[src/rtl/fetch_if.sv]
// Fetch-side bus: instruction memory read port, decode handshake and branch redirect.
interface fetch_if #(
  parameter int unsigned PC_W = 32
);
  logic [PC_W-1:0] imem_adr;
  logic [31:0]     imem_ins;
  logic [31:0]     ins;
  logic [PC_W-1:0] ins_pc;
  logic            ins_valid;
  logic            ins_ready;
  logic            redirect;
  logic [PC_W-1:0] redirect_pc;

  modport master (
    output imem_adr,
    input  imem_ins,
    output ins,
    output ins_pc,
    output ins_valid,
    input  ins_ready,
    input  redirect,
    input  redirect_pc
  );

  modport slave (
    input  imem_adr,
    output imem_ins,
    input  ins,
    input  ins_pc,
    input  ins_valid,
    output ins_ready,
    output redirect,
    output redirect_pc
  );
endinterface

[src/rtl/fetch_ctrl.sv]
// Instruction fetch sequencer: PC, 2-entry fetch FIFO, redirect and end-of-program handling.
// Define FETCH_WRAP_EN to make the PC wrap modulo IMEM_DEPTH instead of halting at the end.
module fetch_ctrl #(
  parameter int unsigned IMEM_DEPTH = 32,
  parameter int unsigned PC_W       = 32
) (
  input  logic            clk,
  input  logic            rst,
  input  logic            start,
  fetch_if.master         bus,
  output logic            busy,
  output logic            halted,
  output logic [PC_W-1:0] fetch_count
);

  typedef enum logic [1:0] {StIdle, StRun, StHalt} state_e;

  state_e          state;
  logic [PC_W-1:0] pc;
  logic [1:0]      count;
  logic [31:0]     ins0, ins1;
  logic [PC_W-1:0] pc0, pc1;

  logic            pop;
  logic            fetch_en;
  logic [PC_W-1:0] pc_inc;
  logic [PC_W-1:0] redir_pc;
  logic            redir_halt;
  logic            end_halt;

`ifdef FETCH_WRAP_EN
  localparam logic [PC_W-1:0] PcMask = PC_W'(IMEM_DEPTH - 1);
  assign pc_inc     = (pc + 1'b1) & PcMask;
  assign redir_pc   = bus.redirect_pc & PcMask;
  assign redir_halt = 1'b0;
  assign end_halt   = 1'b0;
`else
  localparam logic [PC_W-1:0] PcLast = PC_W'(IMEM_DEPTH - 1);
  assign pc_inc     = pc + 1'b1;
  assign redir_pc   = bus.redirect_pc;
  assign redir_halt = bus.redirect_pc > PcLast;
  assign end_halt   = pc == PcLast;
`endif

  assign pop      = bus.ins_valid && bus.ins_ready;
  assign fetch_en = (state == StRun) && !bus.redirect && ((count != 2'd2) || pop);

  // Slot 0 is always the FIFO head, so the decode outputs come straight from registers.
  assign bus.imem_adr  = pc;
  assign bus.ins       = ins0;
  assign bus.ins_pc    = pc0;
  assign bus.ins_valid = count != 2'd0;
  assign busy          = state == StRun;
  assign halted        = (state == StHalt) && (count == 2'd0);

  always_ff @(posedge clk) begin
    if (rst) begin
      state       <= StIdle;
      pc          <= '0;
      count       <= 2'd0;
      ins0        <= '0;
      ins1        <= '0;
      pc0         <= '0;
      pc1         <= '0;
      fetch_count <= '0;
    end else if (state == StIdle) begin
      if (start) begin
        state       <= StRun;
        pc          <= '0;
        count       <= 2'd0;
        fetch_count <= '0;
      end
    end else if (bus.redirect) begin
      count <= 2'd0;
      pc    <= redir_pc;
      state <= redir_halt ? StHalt : StRun;
    end else if (fetch_en) begin
      pc <= pc_inc;
      if (fetch_count != '1) fetch_count <= fetch_count + 1'b1;
      if (end_halt) state <= StHalt;
      if (pop && (count == 2'd2)) begin
        ins0 <= ins1;
        pc0  <= pc1;
        ins1 <= bus.imem_ins;
        pc1  <= pc;
      end else if ((count == 2'd0) || pop) begin
        ins0 <= bus.imem_ins;
        pc0  <= pc;
      end else begin
        ins1 <= bus.imem_ins;
        pc1  <= pc;
      end
      if (!pop) count <= count + 2'd1;
    end else if (pop) begin
      ins0  <= ins1;
      pc0   <= pc1;
      count <= count - 2'd1;
    end
  end

endmodule

[src/flat_wrapper.sv]
// flat-port wrapper written by rule: the top's interface ports become plain ports
module fetch_ctrl_flat 
#(
  parameter int unsigned IMEM_DEPTH = 32,
  parameter int unsigned PC_W       = 32
)
  (clk, rst, start, busy, halted, fetch_count, bus_imem_adr, bus_imem_ins, bus_ins, bus_ins_pc, bus_ins_valid, bus_ins_ready, bus_redirect, bus_redirect_pc);
  fetch_if #(.PC_W(PC_W)) bus_i ();
  input  logic clk;
  input  logic rst;
  input  logic start;
  output logic busy;
  output logic halted;
  output logic [PC_W-1:0] fetch_count;
  output wire logic [$bits(bus_i.imem_adr)-1:0] bus_imem_adr;
  input wire logic [$bits(bus_i.imem_ins)-1:0] bus_imem_ins;
  output wire logic [$bits(bus_i.ins)-1:0] bus_ins;
  output wire logic [$bits(bus_i.ins_pc)-1:0] bus_ins_pc;
  output wire logic [$bits(bus_i.ins_valid)-1:0] bus_ins_valid;
  input wire logic [$bits(bus_i.ins_ready)-1:0] bus_ins_ready;
  input wire logic [$bits(bus_i.redirect)-1:0] bus_redirect;
  input wire logic [$bits(bus_i.redirect_pc)-1:0] bus_redirect_pc;
  assign bus_imem_adr = bus_i.imem_adr;
  assign bus_i.imem_ins = bus_imem_ins;
  assign bus_ins = bus_i.ins;
  assign bus_ins_pc = bus_i.ins_pc;
  assign bus_ins_valid = bus_i.ins_valid;
  assign bus_i.ins_ready = bus_ins_ready;
  assign bus_i.redirect = bus_redirect;
  assign bus_i.redirect_pc = bus_redirect_pc;
  fetch_ctrl #(.IMEM_DEPTH(IMEM_DEPTH), .PC_W(PC_W)) u_core (.clk(clk), .rst(rst), .start(start), .bus(bus_i), .busy(busy), .halted(halted), .fetch_count(fetch_count));
endmodule
[config.mk]
export PLATFORM = sky130hd
export DESIGN_NAME = fetch_ctrl_flat
export DESIGN_NICKNAME = d
export VERILOG_FILES = /design/src/rtl/fetch_if.sv /design/src/rtl/fetch_ctrl.sv /design/src/flat_wrapper.sv
export SDC_FILE = /design/constraint.sdc
export NUM_CORES = 1
export LEC_CHECK = 0
export ABC_AREA = 1
export BUFFER_PORTS_ARGS = -buffer_cell sky130_fd_sc_hd__buf_2
export CAP_MARGIN = 20
export CORE_ASPECT_RATIO = 0.6
export CORE_UTILIZATION = 50
export DETAILED_ROUTE_END_ITERATION = 12
export PLACE_DENSITY = 0.76
export REMOVE_ABC_BUFFERS = 1
export SLEW_MARGIN = 15
export SYNTH_ARGS = -nofsm -noshare
export SYNTH_HDL_FRONTEND = slang
export SYNTH_SLANG_ARGS = --single-unit
export TNS_END_PERCENT = 5
[constraint.sdc]
create_clock -name clk -period 1.7 [get_ports clk]
set_clock_uncertainty 0.15 [all_clocks]
set_input_delay 0.255 -clock clk [delete_from_list [all_inputs] [get_ports clk]]
set_output_delay 0.255 -clock clk [all_outputs]
set_load 0.01 [all_outputs]
==> results of run 1 <==
## cells in the final DEF, fill, tap and decap left out, types with 9 or more instances in the layout
cell and count:
clkbuf_16 25, nor2_2 38, nand4_1 9, buf_6 13, xor2_1 16, nand3_1 161, nand2_1 360, buf_12 18
nand2_2 20, o21ai_1 63, a211oi_2 23, buf_2 198, buf_4 165, nor2_1 239, nand2_4 9, dlygate4sd3_1 32
nor2_4 19, dfxtp_2 16, a21oi_1 129, inv_1 74, dfxtp_1 177, a31oi_1 34, o21ai_0 14, inv_2 13
## critical path, cell delays in order (launching register included)
cell and delay [ns]:
dfxtp_1 0.35, nand2_1 0.11, nor2_2 0.19, nand2_2 0.11
nor2_4 0.13, nand3_2 0.10, nand2_2 0.09, nand2_4 0.11
clkbuf_16 0.19, nor2_4 0.07, nor2_1 0.04, nor2_1 0.09
## repair_timing
item,CTS,global route
pin swaps,9,23
resized for setup,43,154
hold buffers,32,0
cloned,0,10
endpoints found under the hold margin,64,0
setup buffers,8,4
endpoints found under the setup margin,155,193
## logic make-up after synthesis
| family | synth area share [%] |
|---|---|
| DFF | 38.8 |
| AOI/OAI and AO/OA | 15.3 |
| xor gates and xnor gates | 1.99 |
| and+or+nand+nor | 35.9 |
| buffers and inverters | 7.81 |
| adders and majority gates | 0.247 |
## registers in the layout, indices dropped and copies added, names as in the netlist
| signal | flops |
|---|---|
| u_core.bus.imem_adr | 32 |
| u_core.state | 2 |
| u_core.ins1 | 32 |
| u_core.fetch_count | 32 |
| u_core.count | 2 |
| u_core.bus.ins_pc | 32 |
| u_core.pc1 | 32 |
| u_core.bus.ins | 32 |
## final timing paths
check                                                to  slack (ns)  depth (start not counted)
worst max-delay path             u_core.fetch_count[22]       -0.12                         11
worst min-delay path            u_core.bus.imem_adr[15]        0.04                          5
worst max register to register   u_core.fetch_count[22]       -0.12                         11
worst min register to register           u_core.ins1[9]        0.31                          2
## power by group through the flow
stage,clock network [mW],registers (mW),logic [mW]
global placement,0,5.56,6.27
global route,4.16,5.64,8.32
CTS,3.91,5.51,6.65
detailed placement,0,5.58,6.36
finish,3.93,5.60,7.84
floorplan,0,5.83,2.71
## cell usage after synthesis
| master | instances |
|---|---|
| a211oi_1 | 31 |
| a21oi_1 | 135 |
| a21oi_2 | 1 |
| a31oi_1 | 34 |
| buf_1 | 6 |
| buf_2 | 29 |
| buf_4 | 6 |
| buf_6 | 5 |
| clkbuf_1 | 49 |
| dfxtp_1 | 196 |
| ha_1 | 2 |
| inv_1 | 81 |
| inv_2 | 9 |
| nand2_1 | 384 |
| nand2_2 | 5 |
| nand3_1 | 167 |
| nand3_2 | 2 |
| nand3_4 | 1 |
| nand3b_1 | 2 |
| nand4_1 | 9 |
| nor2_1 | 279 |
| nor2_2 | 15 |
| nor2_4 | 2 |
| nor3_1 | 5 |
| nor3b_1 | 3 |
| o21ai_0 | 18 |
| o21ai_1 | 65 |
| or2_2 | 1 |
| xnor2_1 | 7 |
| xor2_1 | 16 |
## cell type report
type                    count  area [um2]
inverters                  90         358
well taps                 266         333
multi-input cells        1184        5960
clock buffers              21         460
fillers                  1530        4990
flip-flops and latches    196        3960
repair buffers            435        3270
clock inverters            11        92.6
## through the flow
stage / utilization (%) / instance area [um2]
after floorplan: - / 9670
after global placement: 64.8 / 12600
after detailed placement: 64.8 / 12600
after CTS: 70.3 / 13600
after global routing: 74.3 / 14400
final: 74.3 / 14400
## per-layer routing
metal  wire length, um  vias up
li1                  -     5856
met5                 0        -
met3              4790       93
met2             16100      857
met4               811        0
met1             16800     5713
==> results.py, run 1 <==
metrics = {
    "power": {
        "share_seq_of_total_power_pct": 32.2,
        "p_comb_share_pct": 45.1,
        "intPower_mw": 10.2,
        "power.density_nw_per_um2": 1200,
        "sw_frac_of_total_pct": 41.1,
        "power.switching_mw": 7.13,
        "ir_worst_vdd_v": 0.00111,
        "clockPowerShare_pct": 22.6,
        "total_power_mw": 17.4,
        "p_leak_nw": 5.82,
    },
    "timing": {
        "rsz0062_at_grt": "yes",
        "setup_viol": 72,
        "fin_ws_ns": -0.118,
        "tightest_slew_ns": 0.476,
        "holdWs_ns": 0.0429,
        "hold_viol": 0,
        "fin_crit_ns": 1.82,
        "drv_slew": 0,
        "setup_tns_ns": -3.15,
        "relSlewSlack_pct": 68.3,
        "min_period_over_period_pct": 107,
        "timing.fmax_mhz": 550,
    },
    "clock_network": {
        "numCtsBuffers": 17,
        "cts-root-buf": "clkbuf_16",
        "cts_tree": "built",
        "clk_path_buf_depth": 2,
        "cts.sinks": 196,
        "htreeDepth": 4,
        "clk_pin_slew_ns": 0.08,
        "clock_latency_ns": 0.45,
    },
    "grt": {
        "grtUsageTotal_pct": 34.3,
        "grtUsageMet1_pct": 50.4,
        "top_usage_layer": "met1",
        "grt_pass1_vias": 10800,
        "use_met3_pct": 9.02,
        "gr-total-overflow": 0,
        "antenna_found_initial": 0,
        "grt_start_max_net_pins": 91,
        "grt.met2_usage_pct": 49.5,
        "grt_pass1_wl_um": 56300,
    },
    "place": {
        "numPortBuffers": 199,
        "dp_hpwl_um": 24900,
        "place_ws_ns": -0.209,
        "post-place-cells": 2117,
        "gp_congestion": 0.976,
    },
    "worst_setup_path": {
        "crit_required_ns": 1.93,
        "crit-reg2reg-launch": "u_core.fetch_count[14]",
        "crit_start": "u_core.fetch_count[14]",
        "start_kind": "register",
        "cp.arrival_ns": 2.05,
        "end_kind": "register",
        "critPathKind": "reg2reg",
        "worstPathMaxFanout": 5,
    },
    "synthesis": {
        "synth_cells": 1565,
        "synth.distinct_cells": 30,
        "synth-seq-area-share_pct": 38.8,
        "yosysTopAreaCell": "dfxtp_1",
        "yosys_warnings": 0,
        "ys_seq_elements": 196,
        "netlist_top_cells_area": "dfxtp_1, nand2_1, nor2_1",
        "syn_area_per_cell_um2": 6.47,
        "syn_area_um2": 10100,
        "netlist.area_leader.share_pct": 38.8,
    },
    "floorplanning": {
        "initial_core_util_pct": 52.1,
        "die_h_um": 112,
        "rows": 39,
        "io_pins": 200,
        "fp.dieArea_um2": 20800,
        "die_w_um": 186,
        "core_area_um2": 19400,
    },
    "finish": {
        "drive_gt1_share_pct": 31.2,
        "stdcell_count": 2203,
        "diodes": 0,
        "final_nets": 1995,
        "area_growth_pct": 42.6,
    },
    "route": {
        "post_drt_via_cell_ratio": 5.68,
        "drt_iter0_drc": 1587,
        "avgRoutedWirePerCell_um": 17.5,
        "vias": 12500,
        "antenna_left": 0,
        "drc": 0,
        "finalWirelength_um": 38500,
        "first_pass_iters": 7,
    },
    "hold_path": {
        "hold_class": "in2reg",
        "min_from": "bus_redirect_pc[15]",
    },
    "job": {
        "drv_cap": 0,
    },
    "status": {
        "violations": "setup timing",
        "status": "finished with violations",
    },
}
No activity file was read; power rests on OpenSTA's default activity.
==> run 2: changes to the inputs <==
--- a/config.mk
+++ b/config.mk
@@ -12,7 +12,6 @@
 export CORE_UTILIZATION = 50
 export DETAILED_ROUTE_END_ITERATION = 12
 export PLACE_DENSITY = 0.76
-export REMOVE_ABC_BUFFERS = 1
 export SLEW_MARGIN = 15
 export SYNTH_ARGS = -nofsm -noshare
 export SYNTH_HDL_FRONTEND = slang
==> results.py, run 2 (synthesis gave the netlist of run 1 again) <==
metrics = {
    "route": {
        "drt_iter0_drc": 1407,
        "post_drt_via_cell_ratio": 5.67,
        "antenna_left": 0,
        "vias": 12600,
        "avgRoutedWirePerCell_um": 18.0,
        "finalWirelength_um": 39800,
        "first_pass_iters": 6,
        "drc": 0,
    },
    "clock_network": {
        "clk_path_buf_depth": 2,
        "clock_latency_ns": 0.46,
        "numCtsBuffers": 17,
        "clk_pin_slew_ns": 0.08,
        "cts_tree": "built",
        "cts-root-buf": "clkbuf_16",
        "cts.sinks": 196,
        "htreeDepth": 4,
    },
    "worst_setup_path": {
        "crit_end": "u_core.fetch_count[31]",
        "r2r_slack_ns": -0.17,
        "r2r_end": "u_core.fetch_count[31]",
        "worstPathMaxFanout": 7,
        "cpPeakStageDelay_ns": 0.39,
        "slowest_stage": "dfxtp_4",
        "end_kind": "register",
        "start_kind": "register",
        "cp.arrival_ns": 2.10,
        "crit-reg2reg-launch": "u_core.fetch_count[4]",
        "crit_start": "u_core.fetch_count[4]",
        "crit_chain": "nand2_1, nor2_4, nand2_2, nor2_4, nand3_2, nand2_4, nand2_8, buf_16, nor2_4, nor2_1, nor2_1",
        "crit_required_ns": 1.93,
        "rr_worst_depth": 11,
        "critPathKind": "reg2reg",
        "crit_top_cell": "nor2_4",
    },
    "finish": {
        "area_growth_pct": 45.0,
        "final_nets": 2005,
        "final_common_cell": "nand2_1",
        "final_cell_mix": "nand2_1, nor2_1, buf_2, dfxtp_1, buf_4",
        "drive_gt1_share_pct": 31.5,
    },
    "timing": {
        "drv_slew": 0,
        "timing.fmax_mhz": 536,
        "min_period_over_period_pct": 110,
        "setup_tns_ns": -4.64,
        "fin_ws_ns": -0.167,
        "holdWs_ns": 0.0398,
        "relSlewSlack_pct": 70.2,
        "hold_viol": 0,
        "tightest_slew_ns": 0.447,
        "setup_viol": 79,
        "fin_crit_ns": 1.87,
        "rsz0062_at_grt": "yes",
    },
    "grt": {
        "gr-total-overflow": 0,
        "grt_pass1_wl_um": 58300,
        "grt_pass1_vias": 11000,
        "grt_start_max_net_pins": 46,
        "antenna_found_initial": 1,
        "grtUsageTotal_pct": 36.0,
    },
    "place": {
        "gp_congestion": 0.973,
        "numPortBuffers": 199,
        "dp_hpwl_um": 26000,
    },
    "synthesis": {
        "syn_nets": 1636,
    },
    "power": {
        "p_leak_nw": 5.97,
        "ir_worst_vdd_v": 0.00106,
        "power.density_nw_per_um2": 1220,
    },
    "job": {
        "drv_cap": 0,
    },
    "status": {
        "status": "finished with violations",
        "violations": "setup timing",
    },
    "floorplanning": {
        "initial_core_util_pct": 52.1,
        "fp.dieArea_um2": 20800,
        "rows": 39,
        "die_w_um": 186,
        "die_h_um": 112,
        "core_area_um2": 19400,
        "io_pins": 200,
    },
    "hold_path": {
        "hold_class": "in2reg",
    },
}
-- run 2: how the worst min path moves through the flow --
stage | startpoint | endpoint | depth (start not counted)
after floorplan | bus_imem_ins[31] | u_core.ins1[31] | 2
after global placement | u_core.ins1[10] | u_core.ins1[10] | 2
after detailed placement | u_core.pc1[31] | u_core.pc1[31] | 2
after CTS | bus_redirect_pc[13] | u_core.bus.imem_adr[13] | 5
after global routing | bus_redirect_pc[14] | u_core.bus.imem_adr[14] | 5
final | bus_redirect_pc[13] | u_core.bus.imem_adr[13] | 5
-- run 2: area by class of cell --
| cell class | instances | area [um2] |
|---|---|---|
| multi-input cells | 1184 | 6000 |
| fillers | 1519 | 4740 |
| flip-flops and latches | 196 | 3970 |
| repair buffers | 445 | 3430 |
| clock buffers | 20 | 447 |
| inverters | 90 | 360 |
| well taps | 266 | 333 |
| clock inverters | 12 | 136 |
| diodes | 1 | 2.50 |
-- run 2: critical path: cells and delay by family (launching register included) --
family | cells | cell delay (ns)
simple gates | 10 | 1.08
flops | 1 | 0.39
buf+inv | 1 | 0.16
-- run 2: through the flow --
stage | area, um2 | setup WS [ns] | power (mW) | util (%) | std cells
floorplan | 10200 | -0.0152 | 9.14 | - | 1565
global placement | 12700 | -0.122 | 11.9 | 65.5 | 2125
detailed placement | 12700 | -0.136 | 12.1 | 65.5 | 2125
CTS | 14000 | -0.141 | 16.6 | 71.9 | 2201
global route | 14700 | -0.250 | 18.6 | 75.6 | 2214
finish | 14700 | -0.167 | 17.9 | 75.6 | 2214
-- run 2: routing by layer --
layer	vias up	routed length (um)	GRT usage, %
li1	5869	-	-
met1	5790	17300	55.0
met2	825	15900	49.5
met3	69	5810	8.60
met4	0	792	10.4
met5	-	0	0
-- run 2: timing repair --
action,CTS,global route
endpoints found under the setup margin,193,193
gates cloned,2,9
buffers inserted,9,3
hold buffers,33,0
pin swaps,9,34
hold endpoints to repair,64,0
resized for setup,66,135
-- run 2: report_power, final --
part | leakage, nW | internal [mW] | total, mW | switching [mW]
sequential | 1.60 | 5.14 | 5.64 | 0.499
combinational | 4.09 | 3.28 | 8.16 | 4.88
clock | 0.285 | 2.13 | 4.12 | 2.00
